[config.mk]
export PLATFORM = sky130hd
export DESIGN_NAME = memref_bank_hir_flat
export DESIGN_NICKNAME = d
export VERILOG_FILES = /design/src/rtl/memref_bank_hir_if.sv /design/src/rtl/memref_bank_hir.sv /design/src/flat_wrapper.sv
export SDC_FILE = /design/constraint.sdc
export NUM_CORES = 2
export LEC_CHECK = 0
export ABC_AREA = 1
export ABC_CLOCK_PERIOD_IN_PS = 7400
export CORE_MARGIN = 1
export CORE_UTILIZATION = 40
export DETAILED_ROUTE_END_ITERATION = 10
export SETUP_SLACK_MARGIN = 0.1
export SYNTH_ARGS = -nofsm -noshare
export SYNTH_HDL_FRONTEND = slang
export SYNTH_SLANG_ARGS = --single-unit
[constraint.sdc]
create_clock -name clk -period 7.4 [get_ports clk]
set_clock_uncertainty 0.15 [all_clocks]
set_input_delay 0.74 -clock clk [delete_from_list [all_inputs] [get_ports clk]]
set_output_delay 0.74 -clock clk [all_outputs]
set_load 0.02 [all_outputs]
[src/rtl/memref_bank_hir_if.sv]
// memref_bank_hir_if: kernel read/write ports, host port and status of the HIR memory bank.
interface memref_bank_hir_if #(parameter int WIDTH = 32, parameter int ADDR_W = 6);
  logic [ADDR_W-1:0] r_p0_addr_data;
  logic              r_p0_addr_en;
  logic              r_p0_rd_en;
  logic [WIDTH-1:0]  r_p0_rd_data;
  logic              r_p0_rd_valid;
  logic [ADDR_W-1:0] w_p0_addr_data;
  logic              w_p0_addr_en;
  logic              w_p0_wr_en;
  logic [WIDTH-1:0]  w_p0_wr_data;
  logic              host_sel;
  logic [ADDR_W-1:0] host_addr;
  logic              host_wr_en;
  logic [WIDTH-1:0]  host_wr_data;
  logic [WIDTH-1:0]  host_rd_data;
  logic [31:0]       rd_count;
  logic [31:0]       wr_count;
  logic [2:0]        err;
  modport master (
    output r_p0_addr_data, r_p0_addr_en, r_p0_rd_en, w_p0_addr_data, w_p0_addr_en, w_p0_wr_en,
           w_p0_wr_data, host_sel, host_addr, host_wr_en, host_wr_data,
    input  r_p0_rd_data, r_p0_rd_valid, host_rd_data, rd_count, wr_count, err
  );
  modport slave (
    input  r_p0_addr_data, r_p0_addr_en, r_p0_rd_en, w_p0_addr_data, w_p0_addr_en, w_p0_wr_en,
           w_p0_wr_data, host_sel, host_addr, host_wr_en, host_wr_data,
    output r_p0_rd_data, r_p0_rd_valid, host_rd_data, rd_count, wr_count, err
  );
endinterface

[src/rtl/memref_bank_hir.sv]
// memref_bank_hir: synthesizable HIR memory responder with one read port, one write port and a host port.
module memref_bank_hir #(
  parameter int WIDTH  = 32,
  parameter int SIZE   = 64,
  parameter int ADDR_W = 6,
  parameter int RD_LAT = 1
) (
  input logic clk,
  input logic rst,
  memref_bank_hir_if.slave bus
);
  logic [WIDTH-1:0]  mem [SIZE];
  logic              rd_acc, wr_acc, rd_ok, wr_ok, host_ok, m_we;
  logic [ADDR_W-1:0] m_addr;
  logic [WIDTH-1:0]  m_wdata;
  logic [RD_LAT-1:0] v_q, v_d;
  logic [WIDTH-1:0]  d_q [RD_LAT];
  logic [WIDTH-1:0]  d_d [RD_LAT];
  logic [WIDTH-1:0]  host_rd_data_q, host_rd_data_d;
  logic [31:0]       rd_count_q, rd_count_d, wr_count_q, wr_count_d;
  logic [2:0]        err_q, err_d;

  function automatic logic in_range(input logic [ADDR_W-1:0] a);
    return {1'b0, a} < (ADDR_W+1)'(SIZE);
  endfunction

  always_comb begin
    rd_acc  = bus.r_p0_rd_en & ~bus.host_sel;
    wr_acc  = bus.w_p0_wr_en & ~bus.host_sel;
    rd_ok   = in_range(bus.r_p0_addr_data);
    wr_ok   = in_range(bus.w_p0_addr_data);
    host_ok = in_range(bus.host_addr);
    m_we    = bus.host_sel ? bus.host_wr_en & host_ok : wr_acc & wr_ok;
    m_addr  = bus.host_sel ? bus.host_addr : bus.w_p0_addr_data;
    m_wdata = bus.host_sel ? bus.host_wr_data : bus.w_p0_wr_data;
    // stage 0 samples the array at the accepting edge; every stage holds when no data arrives
    v_d[0] = rd_acc;
    d_d[0] = rd_acc ? (rd_ok ? mem[bus.r_p0_addr_data] : '0) : d_q[0];
    for (int i = 1; i < RD_LAT; i++) begin
      v_d[i] = v_q[i-1];
      d_d[i] = v_q[i-1] ? d_q[i-1] : d_q[i];
    end
    host_rd_data_d = bus.host_sel ? (host_ok ? mem[bus.host_addr] : '0) : host_rd_data_q;
    rd_count_d = rd_count_q + 32'(rd_acc && rd_count_q != '1);
    wr_count_d = wr_count_q + 32'(wr_acc && wr_count_q != '1);
    err_d = err_q | {bus.host_sel & (bus.r_p0_rd_en | bus.w_p0_wr_en),
                     (rd_acc & ~rd_ok) | (wr_acc & ~wr_ok),
                     (rd_acc & ~bus.r_p0_addr_en) | (wr_acc & ~bus.w_p0_addr_en)};
  end

  always_ff @(posedge clk) begin
    if (m_we) mem[m_addr] <= m_wdata;
  end

  always_ff @(posedge clk or negedge rst) begin
    if (!rst) begin
      v_q            <= '0;
      host_rd_data_q <= '0;
      rd_count_q     <= '0;
      wr_count_q     <= '0;
      err_q          <= '0;
      for (int i = 0; i < RD_LAT; i++) d_q[i] <= '0;
    end else begin
      v_q            <= v_d;
      host_rd_data_q <= host_rd_data_d;
      rd_count_q     <= rd_count_d;
      wr_count_q     <= wr_count_d;
      err_q          <= err_d;
      for (int i = 0; i < RD_LAT; i++) d_q[i] <= d_d[i];
    end
  end

  assign bus.r_p0_rd_data  = d_q[RD_LAT-1];
  assign bus.r_p0_rd_valid = v_q[RD_LAT-1];
  assign bus.host_rd_data  = host_rd_data_q;
  assign bus.rd_count      = rd_count_q;
  assign bus.wr_count      = wr_count_q;
  assign bus.err           = err_q;
endmodule
[src/flat_wrapper.sv]
// flat-port wrapper written by rule: the top's interface ports become plain ports
module memref_bank_hir_flat 
#(
  parameter int WIDTH  = 32,
  parameter int SIZE   = 64,
  parameter int ADDR_W = 6,
  parameter int RD_LAT = 1
)
  (clk, rst, bus_r_p0_addr_data, bus_r_p0_addr_en, bus_r_p0_rd_en, bus_w_p0_addr_data, bus_w_p0_addr_en, bus_w_p0_wr_en, bus_w_p0_wr_data, bus_host_sel, bus_host_addr, bus_host_wr_en, bus_host_wr_data, bus_r_p0_rd_data, bus_r_p0_rd_valid, bus_host_rd_data, bus_rd_count, bus_wr_count, bus_err);
  memref_bank_hir_if #(.WIDTH(WIDTH), .ADDR_W(ADDR_W)) bus_i ();
  input logic clk;
  input logic rst;
  input wire logic [$bits(bus_i.r_p0_addr_data)-1:0] bus_r_p0_addr_data;
  input wire logic [$bits(bus_i.r_p0_addr_en)-1:0] bus_r_p0_addr_en;
  input wire logic [$bits(bus_i.r_p0_rd_en)-1:0] bus_r_p0_rd_en;
  input wire logic [$bits(bus_i.w_p0_addr_data)-1:0] bus_w_p0_addr_data;
  input wire logic [$bits(bus_i.w_p0_addr_en)-1:0] bus_w_p0_addr_en;
  input wire logic [$bits(bus_i.w_p0_wr_en)-1:0] bus_w_p0_wr_en;
  input wire logic [$bits(bus_i.w_p0_wr_data)-1:0] bus_w_p0_wr_data;
  input wire logic [$bits(bus_i.host_sel)-1:0] bus_host_sel;
  input wire logic [$bits(bus_i.host_addr)-1:0] bus_host_addr;
  input wire logic [$bits(bus_i.host_wr_en)-1:0] bus_host_wr_en;
  input wire logic [$bits(bus_i.host_wr_data)-1:0] bus_host_wr_data;
  output wire logic [$bits(bus_i.r_p0_rd_data)-1:0] bus_r_p0_rd_data;
  output wire logic [$bits(bus_i.r_p0_rd_valid)-1:0] bus_r_p0_rd_valid;
  output wire logic [$bits(bus_i.host_rd_data)-1:0] bus_host_rd_data;
  output wire logic [$bits(bus_i.rd_count)-1:0] bus_rd_count;
  output wire logic [$bits(bus_i.wr_count)-1:0] bus_wr_count;
  output wire logic [$bits(bus_i.err)-1:0] bus_err;
  assign bus_i.r_p0_addr_data = bus_r_p0_addr_data;
  assign bus_i.r_p0_addr_en = bus_r_p0_addr_en;
  assign bus_i.r_p0_rd_en = bus_r_p0_rd_en;
  assign bus_i.w_p0_addr_data = bus_w_p0_addr_data;
  assign bus_i.w_p0_addr_en = bus_w_p0_addr_en;
  assign bus_i.w_p0_wr_en = bus_w_p0_wr_en;
  assign bus_i.w_p0_wr_data = bus_w_p0_wr_data;
  assign bus_i.host_sel = bus_host_sel;
  assign bus_i.host_addr = bus_host_addr;
  assign bus_i.host_wr_en = bus_host_wr_en;
  assign bus_i.host_wr_data = bus_host_wr_data;
  assign bus_r_p0_rd_data = bus_i.r_p0_rd_data;
  assign bus_r_p0_rd_valid = bus_i.r_p0_rd_valid;
  assign bus_host_rd_data = bus_i.host_rd_data;
  assign bus_rd_count = bus_i.rd_count;
  assign bus_wr_count = bus_i.wr_count;
  assign bus_err = bus_i.err;
  memref_bank_hir #(.WIDTH(WIDTH), .SIZE(SIZE), .ADDR_W(ADDR_W), .RD_LAT(RD_LAT)) u_core (.clk(clk), .rst(rst), .bus(bus_i));
endmodule
======== Yosys cells after proc, flatten, opt, wreduce, memory -nomap -nowiden ========
Memory sizes are Yosys's and may differ from the RTL's. A register that Yosys moved wholly into a read port is not among the register bits.
Index checks and enable logic that the tools add are counted.
operators by class
  add/subtract/negate cells ............... 2
  equality and inequality tests ........... 2
  mux-type cells .......................... 5
  bitwise logic cells ..................... 11
  reduce and logical (&&, ||, !) cells .... 4
operator list
  kind                  count
  $add 32x1->32         2
  $ne 32x32->1 const B  2
  $mux 32               1
  $mux 6                1
  $and 1x1->1           5
  $mux 1                3
  $not 1->1             3
  $or 3x3->3            1
  $logic_and 1x1->1     2
  $logic_not 1->1       2
  $or 1x1->1            2
storage, ports and cells
  flip-flop bits (word level) ............. 68
  RAM bits ................................ 2048
  bits of input ports ..................... 90
  output and inout bits ................... 132
  logic and storage cells ................. 29
  memories kept ........................... 1
memories
  name        depth  width  rd ports  clocked after Yosys merged registers in  write ports  line                   RTL
  u_core.mem  64     32     2         2                                        1            memref_bank_hir.sv:12  logic [WIDTH-1:0] mem [SIZE];

======== Longest topological paths before layout ========
  depth in word-level cells ............... 5
  gate-level depth with buffers ........... 15
  depth with buffers taken out ............ 15

======== Worst setup path before layout ========
Ideal clock, no wire load.
  path type ............................... input to register
  start ................................... input port bus_host_sel
  end ..................................... memory u_core.mem[48][0] (enable)
  library setup time ...................... 0.502 ns
  arrival time ............................ 4.702 ns
  data required time ...................... 6.748 ns
  setup slack ............................. 2.046 ns
  cell stages on the path ................. 7
  path buffers ............................ 2
  path through ............................ buf_4 -> buf_4 -> nand2_1 -> o21ai_0 -> nor2_1 -> nand3_1 -> nor4_1
between the ends
  cells in the longest elaborated chain, start to end .. 5
  elaborated cells between the ends (all ways) .. 6
  those cells by class .................... mux (4); bitwise (2)
RTL lines
  item                          line                   RTL
  start, declared               flat_wrapper.sv:20     input wire logic [$bits(bus_i.host_sel)-1:0] bus_host_sel;
  $not 1->1                     memref_bank_hir.sv:29  wr_acc = bus.w_p0_wr_en & ~bus.host_sel;
  $and 1x1->1                   memref_bank_hir.sv:29
  $mux 1                        memref_bank_hir.sv:33  m_we = bus.host_sel ? bus.host_wr_en & host_ok : wr_acc & wr_ok;
  $mux 1                        memref_bank_hir.sv:52  if (m_we) mem[m_addr] <= m_wdata;
  $mux 1 (not written as such)  memref_bank_hir.sv:52
  end, declared                 memref_bank_hir.sv:12
Several ways; a longest one is shown, not always the timed one.

======== Worst setup path after layout ========
  start ................................... input port bus_w_p0_wr_en
  end ..................................... memory u_core.mem[2][6] (enable)
between the ends
  cells in the longest elaborated chain, start to end .. 4
RTL lines
  item                          line                   RTL
  start, declared               flat_wrapper.sv:18     input wire logic [$bits(bus_i.w_p0_wr_en)-1:0] bus_w_p0_wr_en;
  $and 1x1->1                   memref_bank_hir.sv:29
  $mux 1                        memref_bank_hir.sv:33
  $mux 1                        memref_bank_hir.sv:52
  $mux 1 (not written as such)  memref_bank_hir.sv:52
No other way between the ends.

==> results by group <==
Place
  – Placed Area: 113,000 um2
  – Dpl hpwl: 232,000 um
  – Port bufs: 220
  – Final Wtd Congestion: 0.903
  – Dpl cells: 14,900
  – Dpl ws: 1890 ps

Drt
  – Drc violations: 0
  – Vias: 94,300
  – DR WL/cell: 26.9 um
  – Total Routed Length: 413,000 um
  – Drt pass-1 iters: 9
  – Starting DRT DRC Count: 14,600
  – Routed Antenna Nets: 0
  – Via density: 6.13

Clocking
  – H-Tree Depth: 4
  – CTS tree: built
  – Root buffer cell: clkbuf_16
  – Worst-Skew Late Latency: 950 ps
  – Maximum root-to-sink buffer count: 4
  – CTS Sinks: 2,179
  – Total CTS buffers: 234
  – Clk slew on worst S/H paths: 70 ps

Timing
  – RSZ-0062 raised after global routing: false
  – Fin. Hold Viols: 0
  – Crit share post-route: 65.1%
  – TNS Setup: 0 ps
  – FMAX: 0.208 GHz
  – Final Setup Violations: 0
  – Max_slew headroom: 2.16%
  – Period minus WS final: 4820 ps
  – Setup WS post-layout: 2580 ps
  – Least-Margin Pin Slew: 1470 ps
  – Max Slew Vio Count: 0

GRT
  – Largest net degree at the start of global routing: 189
  – GRT Overall Usage: 29.4%
  – First-pass GRT wire length: 594,000 um
  – Initial antenna violation count: 8
  – Vias in the first global route: 88,700
  – Total gr overflow: 0

Die
  – Die Wd: 521 um
  – Core ar.: 268,000 um2
  – Row count: 190
  – Initial Utilization: 40.2%
  – Total die area: 272,000 um2
  – Die height: 521 um
  – # IOs: 222

Synthesis
  – Mean Syn Cell Area: 9.07 um2
  – Synth warn: 0
  – Synthesized area: 108,000 um2
  – Number of library cell types mapped by synthesis: 31
  – Synth Instances: 11,900
  – Synth Register Bits: 2,179
  – Syn nets: 12,000
  – Sequential-to-total area share from yosys stat: 60.1%

Finish
  – Fillers: 24,600
  – Most frequent cells in the layout: 4,511 x nand2_1, 3,972 x nand3_1, 2,048 x edfxtp_1
  – Fin area: 120,000 um2
  – Share of layout cells above drive strength 1: 5.89%
  – FF+latch area: 64,800 um2
  – Area growth syn-to-layout: 11.6%
  – Nets@finish: 11,700
  – Multi-input gate area: 39,000 um2
  – Fin util: 44.9%
  – Non-Filler Instances: 15,400
  – Commonest non-fill, non-tap cell in the layout: nand2_1

Critical path
  – Startpoint Class: input pin
  – Worst path required time: 7800 ps
  – Crit path DAT: 5220 ps
  – Crit path launch: bus_w_p0_wr_en
  – Critical path class: input pin to register
  – Crit. End Element: register
  – Crit path max fanout: 18
  – Worst r2r src: u_core.bus.wr_count[13]

Pwr
  – Leak: 45.0 nW
  – Pwr Density: 245 nW/um2
  – Peak supply drop: 0.195 mV

Flow run
  – Maxcap violations: 0

Run status
  – Status: finished, final reports clean

Hold path
  – Hold/Removal Path Class: input pin to async pin
-- per-layer routing --
metal | up-vias | routed length, um | track usage, %
li1 | 40700 | - | -
met1 | 45400 | 154000 | 38.8
met2 | 6968 | 182000 | 44.3
met3 | 1246 | 50600 | 6.11
met4 | 4 | 27200 | 18.2
met5 | - | 20 | 0
-- logic make-up (layout without fill, tap and decap cells) --
family | after synthesis | count (layout) | synth area share [%]
compound gates | 11 | 11 | 0.0720
xor+xnor | 59 | 59 | 0.479
fa+ha+maj | 5 | 5 | 0.0580
buf+inv | 956 | 891 | 4.32
flops | 2179 | 2179 | 60.1
other cells | 1 | 6 | 0.00348
simple gates | 8679 | 8679 | 35.0
-- registers in the layout, summed over array words and instances, names as in the netlist --
signal / flops
u_core.mem: 2048
u_core.bus.host_rd_data: 32
u_core.bus.r_p0_rd_data: 32
u_core.bus.rd_count: 32
u_core.bus.wr_count: 32
u_core.bus.err: 2
u_core.bus.r_p0_rd_valid: 1
-- cells in the mapped netlist (all sizes together) --
library cell     n  share of area, %
nand2         4544                16
nand3         3972                18
edfxtp        2048                57
buf            737               3.6
clkbuf         172              0.60
dfrtp          131               3.0
nor2           105              0.37
inv             46              0.16
xor2            32              0.26
xnor2           27              0.22
nor4            21              0.12
nand4           20              0.13
nor3            16             0.084
ha               5             0.058
o21ai            5             0.034
a21oi            2            0.0093
a31oi            1            0.0058
a41oi            1            0.0081
clkinv           1            0.0046
conb             1            0.0035
nand3b           1            0.0070
o21bai           1            0.0070
o221ai           1            0.0081
-- through the flow --
step | hold WS [ps] | total power [mW]
2_1_floorplan | 294 | 16.1
3_3_place_gp | 307 | 17.5
3_5_place_dp | 316 | 17.6
4_1_cts | 272 | 29.4
5_1_grt | 285 | 30.1
6_report | 279 | 29.5
-- final timing paths --
| path | to | slack (ps) | cells after the start |
|---|---|---|---|
| min in group clk | u_core.bus.err[0] | 280 | 2 |
| max in group asynchronous | u_core.bus.err[2] | 5370 | 3 |
| setup / recovery | u_core.mem[2][6] | 2580 | 6 |
| setup reg to reg | u_core.bus.wr_count[30] | 4440 | 13 |
| hold reg to reg | u_core.bus.err[2] | 330 | 1 |
| hold / removal | u_core.bus.r_p0_rd_data[1] | 280 | 2 |
-- where the power goes --
part	switching, mW	internal [mW]	total (mW)	leakage [nW]
Combinational	2.59	0.885	3.48	21.7
Clock	5.04	6.97	12.0	3.80
Sequential	0.181	13.8	14.0	19.5
-- worst max-delay path, stage by stage --
cell and delay [ps]:
clkdlybuf4s50_1 800, nand2_1 540, nand2_1 450, nand4_1 940
nor2_4 1150, buf_4 500
-- layout make-up --
class	instances	area share, %
sequential	2179	53.9
multi-input combinational	8755	32.4
clock buffer	282	5.14
tap	3552	3.70
timing repair buffer	416	3.36
clock inverter	146	1.27
inverter	47	0.225
antenna	5	0.0104
-- timing repair --
item / in CTS / in global routing
setup buffers: 0 / 0
hold buffers: 1 / 0
endpoints found under the hold margin: 86 / 0
resized for setup: 0 / 0
Note: power is estimated with default switching activity, not from simulation.
